### src/rtl/ahb_uart_regs.sv
// AHB-Lite register responder for the UART: TX byte FIFO, RX holding register, status, baud divisor.
// Latency: zero-wait OKAY data phase with combinational hrdata; an error adds one stall cycle (ERR1) before ERR2.
// Backpressure: the bus is stalled only in ERR1; the TX engine drains the FIFO via tx_valid/tx_ready.
//
// Ports:
//   clk, nReset (synchronous, active-high)
//   AHB-Lite: hsel, haddr, htrans, hwrite, hsize, hwdata, hready -> hreadyout, hresp, hrdata
//   RX engine: rx_byte, rx_strobe
//   TX engine: tx_byte, tx_valid, tx_ready
//   baud_div: divisor for both shift engines
module ahb_uart_regs #(
  parameter int          ADDR_W   = 32,
  parameter int          TX_DEPTH = 4,
  parameter logic [15:0] BAUD_RST = 16'd434
) (
  input  logic              clk,
  input  logic              nReset,
  input  logic              hsel,
  input  logic [ADDR_W-1:0] haddr,
  input  logic [1:0]        htrans,
  input  logic              hwrite,
  input  logic [2:0]        hsize,
  input  logic [31:0]       hwdata,
  input  logic              hready,
  output logic              hreadyout,
  output logic              hresp,
  output logic [31:0]       hrdata,
  input  logic [7:0]        rx_byte,
  input  logic              rx_strobe,
  output logic [7:0]        tx_byte,
  output logic              tx_valid,
  input  logic              tx_ready,
  output logic [15:0]       baud_div
);

  localparam int AW = $clog2(TX_DEPTH);
  localparam int PW = AW + 1;
  localparam logic [PW-1:0] DEPTH_P = PW'(TX_DEPTH);

  localparam logic [4:0] OFF_RXDATA  = 5'h00;
  localparam logic [4:0] OFF_TXDATA  = 5'h04;
  localparam logic [4:0] OFF_RXSTATE = 5'h08;
  localparam logic [4:0] OFF_TXSTATE = 5'h0C;
  localparam logic [4:0] OFF_BAUD    = 5'h10;

  typedef enum logic [1:0] {
    ST_OKAY = 2'd0,
    ST_ERR1 = 2'd1,
    ST_ERR2 = 2'd2
  } state_t;

  state_t          state;
  logic            pending;
  logic [4:0]      d_addr;
  logic            d_write;

  logic            accept;
  logic            addr_err;
  logic            commit;

  logic [7:0]      rx_hold;
  logic            rx_full;
  logic            rx_ovr;
  logic            rx_full_nxt;
  logic            rx_pop;
  logic            rx_ovr_clr;

  logic [7:0]      mem [TX_DEPTH];
  logic [PW-1:0]   wr_ptr;
  logic [PW-1:0]   rd_ptr;
  logic [PW-1:0]   count;
  logic [PW-1:0]   count_nxt;
  logic [7:0]      cnt8;
  logic            full;
  logic            empty;
  logic            tx_push;
  logic            tx_pop;

  logic [15:0]     baud_q;

  // Bits that the five-word map never looks at.
  logic unused_bits;
  assign unused_bits = &{1'b0, haddr[ADDR_W-1:5], htrans[0], hwdata[31:16]};

  // Error decode for a transfer, given the occupancy state it will see in its data phase.
  function automatic logic decode_err(input logic [4:0] a, input logic wr, input logic [2:0] sz,
                                      input logic rxf, input logic txf);
    logic e;
    e = 1'b0;
    if (a[1:0] != 2'b00 || a > OFF_BAUD || sz != 3'b010) begin
      e = 1'b1;
    end else begin
      case (a)
        OFF_RXDATA:               e = wr || !rxf;
        OFF_TXDATA:               e = !wr || txf;
        OFF_RXSTATE, OFF_TXSTATE: e = wr;
        default:                  e = 1'b0;
      endcase
    end
    return e;
  endfunction

  assign accept = hsel && htrans[1] && hready;

  // The error verdict is formed at the address-phase edge from the next-state
  // values, i.e. exactly the state the data phase starts with. That lets
  // hreadyout/hresp come straight from flops while ERR1 still coincides with
  // the first data-phase cycle.
  assign addr_err = decode_err(haddr[4:0], hwrite, hsize, rx_full_nxt, count_nxt == DEPTH_P);

  // Only an OKAY data phase reaches ST_OKAY with pending set.
  assign commit = pending && (state == ST_OKAY);

  always_ff @(posedge clk) begin
    if (nReset) begin
      state     <= ST_OKAY;
      hreadyout <= 1'b1;
      hresp     <= 1'b0;
      pending   <= 1'b0;
      d_addr    <= '0;
      d_write   <= 1'b0;
    end else begin
      pending <= accept;
      if (accept) begin
        d_addr  <= haddr[4:0];
        d_write <= hwrite;
      end
      case (state)
        ST_ERR1: begin
          state     <= ST_ERR2;
          hreadyout <= 1'b1;
          hresp     <= 1'b1;
        end
        default: begin
          // ST_OKAY and ST_ERR2 both take a new address phase normally.
          if (accept && addr_err) begin
            state     <= ST_ERR1;
            hreadyout <= 1'b0;
            hresp     <= 1'b1;
          end else begin
            state     <= ST_OKAY;
            hreadyout <= 1'b1;
            hresp     <= 1'b0;
          end
        end
      endcase
    end
  end

  always_comb begin
    hrdata = '0;
    if (commit && !d_write) begin
      case (d_addr)
        OFF_RXDATA:  hrdata = {24'b0, rx_hold};
        OFF_RXSTATE: hrdata = {30'b0, rx_ovr, rx_full};
        OFF_TXSTATE: hrdata = {16'b0, cnt8, 6'b0, full, empty};
        OFF_BAUD:    hrdata = {16'b0, baud_q};
        default:     hrdata = '0;
      endcase
    end
  end

  // RX holding register. A pop in the same cycle as a strobe makes room, so
  // the new byte is taken and no overrun is recorded.
  assign rx_pop      = commit && !d_write && (d_addr == OFF_RXDATA);
  assign rx_ovr_clr  = commit && !d_write && (d_addr == OFF_RXSTATE);
  assign rx_full_nxt = rx_strobe || (rx_full && !rx_pop);

  always_ff @(posedge clk) begin
    if (nReset) begin
      rx_hold <= '0;
      rx_full <= 1'b0;
      rx_ovr  <= 1'b0;
    end else begin
      rx_full <= rx_full_nxt;
      if (rx_strobe && (!rx_full || rx_pop)) begin
        rx_hold <= rx_byte;
      end
      // Set has priority over the read-to-clear.
      if (rx_strobe && rx_full && !rx_pop) begin
        rx_ovr <= 1'b1;
      end else if (rx_ovr_clr) begin
        rx_ovr <= 1'b0;
      end
    end
  end

  // TX FIFO: pointers carry one extra wrap bit so full and empty differ.
  assign count     = wr_ptr - rd_ptr;
  assign empty     = (count == '0);
  assign full      = (count == DEPTH_P);
  assign cnt8      = 8'(count);
  assign tx_valid  = !empty;
  assign tx_byte   = tx_valid ? mem[rd_ptr[AW-1:0]] : 8'h00;
  assign tx_push   = commit && d_write && (d_addr == OFF_TXDATA);
  assign tx_pop    = tx_valid && tx_ready;
  assign count_nxt = count + PW'(tx_push) - PW'(tx_pop);

  always_ff @(posedge clk) begin
    if (nReset) begin
      wr_ptr <= '0;
      rd_ptr <= '0;
    end else begin
      if (tx_push) begin
        wr_ptr <= wr_ptr + 1'b1;
      end
      if (tx_pop) begin
        rd_ptr <= rd_ptr + 1'b1;
      end
    end
  end

  always_ff @(posedge clk) begin
    if (tx_push && !nReset) begin
      mem[wr_ptr[AW-1:0]] <= hwdata[7:0];
    end
  end

  // A divisor of 0 would stall the shift engines, so it is stored as 1.
  always_ff @(posedge clk) begin
    if (nReset) begin
      baud_q <= BAUD_RST;
    end else if (commit && d_write && (d_addr == OFF_BAUD)) begin
      baud_q <= (hwdata[15:0] == 16'd0) ? 16'd1 : hwdata[15:0];
    end
  end

  assign baud_div = baud_q;

endmodule

### config.mk
export PLATFORM = sky130hd
export DESIGN_NAME = ahb_uart_regs
export DESIGN_NICKNAME = d
export VERILOG_FILES = /design/src/rtl/ahb_uart_regs.sv
export SDC_FILE = /design/constraint.sdc
export NUM_CORES = 1
export LEC_CHECK = 0
export ABC_AREA = 1
export BUFFER_PORTS_ARGS = -buffer_cell sky130_fd_sc_hd__buf_2
export CORE_AREA = 4 4 132 134
export DETAILED_ROUTE_END_ITERATION = 8
export DIE_AREA = 0 0 136 138
export GPL_TIMING_DRIVEN = 0
export SLEW_MARGIN = 20
export SYNTH_ARGS = -nofsm -noshare
export SYNTH_HDL_FRONTEND = slang
export SYNTH_SLANG_ARGS = --single-unit
### constraint.sdc
create_clock -name clk -period 3.3 [get_ports clk]
set_input_delay 0.495 -clock clk [delete_from_list [all_inputs] [get_ports clk]]
set_output_delay 0.495 -clock clk [all_outputs]
set_load 0.01 [all_outputs]
==> results.md <==
* Outcome: finished clean
* Total die area at 18770 µm²
* Worst-path maximum fanout at 7
* Tmin final at 3.135 ns
* Pwr dens at 598.9 nW/µm²
* CTS tree: built
* Row cnt at 47
* Largest net degree at the start of global routing at 15
* CP Buf/Inv Count at 4
* R2R depth at 21
* Pre-CTS WS at -0.3413 ns
* Clock skew at 0.004210 ns
* Synth Instances at 426
* Setup crit start kind: register
* CP delay by family, top: adder cells
* Crit. End Element: register
* Switching Share at 32.06%
* Share of cells above drive strength 1 at 28.49%
* Sequential share of power at a little under two fifths
* Maximum root-to-sink buffer count at 2
* Hold path depth at 3
* Cell Chain, Critical Path: inv_2, ha_2, fa_2, inv_1, nand2_1, nand2_2, nand3_4, nand2_2, inv_2, ha_1, inv_1, ha_2, fa_2, xor2_2, nand3_1, nand3_2, nand2_1, nand2_1, nand4_2, nand2_1, nand2_1
* Max Slew Vio Count at 0
* Area grow syn2layout at 30.25%
* Most frequent cells in the layout: buf_2 (86), nand2_1 (82), nor2_1 (70)
* Relative slew slack at 46.46%
* Clock share of power at about a third
* TritonCTS Sinks at 77
* Drt pass-1 iters at 4
* Total grt overflow at 0
* Port Buffer Count at 82
* Most common cell after layout, fill and taps aside: buf_2
* Register Area at 1866 µm²
* Crit path depth at 21
* Crit Path Category: register to register
* N_diodes at 0
* Total CTS buffers at 9
* DRC at 0
* Vias at 3069
* Critical path arrival at 3.37 ns
* Routed WL per cell at 13.10 µm
* Top post-synthesis cells by area: edfxtp_1 (26%), dfxtp_1 (25%), nand2_1 (8.5%)
* CTS HTree Levels at 3
* Starting density of the core at 22.50%
* Endpoints failing hold at 0
* Initial antenna violation count at 1
* Maxcap violations at 0
* Max Fclk at 0.3190 GHz
* Worst-Margin Slew at about 0.8 ns
* Top-area cell type share of the netlist area at 26.22%
* Post-Synthesis Mean Instance Area at 8.603 µm²
* Routability cong. at 0.7959
* Met2 usage at 17.05%
* Root Driver: clkbuf_16
* Number of vias per cell at 4.017
* Setup TNS Final at 0 ns
* YS warnings at 0
* Synthesized area at 3665 µm²
* Flops & latches, synth at 77
* Antenna Nets Post-Route at 0
* Vias in the first global route at 2894
* Global Route met3 Usage at under 10%
* Net Sw Power at a little over 900 µW
* Gate power share at 28.5%
* Die Wd at 136 µm
* Max stage delay on crit path at 0.38 ns
* Final Routed Wirelength at 10.01 mm
* Nets at 633
* Sequential fraction of the synthesis area at 50.80%
* Peak VDD IR at 270.0 µV
* Die height at ~140 µm
* Clock Latency Late Sink at ~0.33 ns
* First-pass GRT wire length at between 15 and 20 mm
* Distinct cells, synth at 37
* Worst Setup Slack, final at between 0.15 and 0.2 ns
* Critical Path Most Common Cell: nand2_1
* Met1 Track Usage GR at between 10% and 20%
* Worst Hold Class: input pin to register
* Top Usage Layer GRT: met2
* Multi-input logic area at 1533 µm²
* P_leak at 0.002055 µW
* Final worst path period share at a little over nine tenths
* Filler cell count at 1764
* Worst path slowest cell: fa_2
* Req. time, crit path at about 3.5 ns
* I/O pin cnt at between 100 and 150
* Core ar. at 16290 µm²
* Final setup violation count at 0
* First-iteration detailed-routing DRC count at between 150 and 200
* Internal Pwr Total at 1942 µW
* Worst-path clk slew at 0.06 ns
* DP HPWL at 7.750 mm
* Post-synth top area cell: edfxtp_1
* Total track usage at around 11%
==> flip-flops by register name, indices dropped and copies added, names as in the netlist, 2 cells and up, named ones only <==
name	count
state	2
baud_div	16
rd_ptr	3
mem	32
wr_ptr	3
rx_hold	8
d_addr	5
==> routing by layer <==
metal | share of wire (%) | wire length (µm)
met3 | 9.0 | 898
met4 | 1.0 | 102
met1 | 43 | 4346
met2 | 46 | 4650
met5 | 0.13 | 13
==> power by group through the flow <==
stage          clock (µW)  combinational, µW  sequential (µW)
2_1_floorplan           0                490             1070
3_3_place_gp            0                735             1080
3_5_place_dp            0                735             1080
4_1_cts              1010                768             1060
5_1_grt              1060                915             1060
6_report              988                815             1060
==> what timing repair did <==
| action | CTS | global route |
|---|---|---|
| pin swaps | 2 | 6 |
| buffers inserted | 2 | 3 |
| hold buffers | 0 | 0 |
| resized for setup | 2 | 8 |
| setup endpoints to repair | 3 | 3 |
==> kinds of logic (layout without fill, tap and decap cells) <==
| logic type | after synthesis | count (layout) | share of synthesized area, % |
|---|---|---|---|
| other cells | 1 | 16 | 0.1023 |
| fa+ha+maj | 10 | 10 | 3.824 |
| compound gates | 72 | 72 | 10.96 |
| buf+inv | 72 | 175 | 9.594 |
| simple gates | 193 | 193 | 24.48 |
| flops | 77 | 77 | 50.80 |
| xor+xnor | 1 | 1 | 0.2390 |
==> final cells by class <==
type                            instances  area share [%]
Clock inverter                          6           1.494
Multi-Input combinational cell        292           32.11
Timing Repair Buffer                   87           9.384
Sequential cell                        77           39.08
Inverter                               43           3.408
Buffer                                 29           3.958
Clock buffer                           10           4.797
Tap cell                              220           5.767
==> cell usage after synthesis, drive strengths merged <==
| master | n |
|---|---|
| a211oi | 1 |
| a21oi | 29 |
| a31oi | 1 |
| a41oi | 2 |
| buf | 24 |
| clkbuf | 5 |
| clkinv | 1 |
| conb | 1 |
| dfxtp | 45 |
| edfxtp | 32 |
| fa | 2 |
| ha | 8 |
| inv | 42 |
| nand2 | 90 |
| nand3 | 15 |
| nand4 | 5 |
| nor2 | 75 |
| nor3 | 2 |
| nor3b | 1 |
| nor4 | 5 |
| o21ai | 31 |
| o32ai | 8 |
| xor2 | 1 |
==> per-stage QoR <==
stage	total power (µW)	util (%)	cell area (µm²)	std cells	hold WS, ns
5_1_grt	3034	29.30	4773	764	0.3916
6_report	2859	29.30	4773	764	0.3943
3_5_place_dp	1812	27.05	4407	743	0.4530
3_3_place_gp	1812	27.05	4407	743	0.4496
4_1_cts	2838	29.01	4726	761	0.3833
2_1_floorplan	1559	-	3721	441	0.4351
==> path summary, 6_finish.rpt <==
check            start           to  slack (ns)
max          wr_ptr[0]        hresp        0.17
min          hwdata[8]  baud_div[8]        0.39
max reg2reg  wr_ptr[0]        hresp        0.17
min reg2reg  d_addr[0]    d_addr[0]        0.46
==> worst min-delay path: cells and delay by family <==
family | cells | cell delay (ns)
buffers and inverters | 1 | 0.09
AND/OR/NAND/NOR | 2 | 0.11
Power figures use the tool's default switching activity.
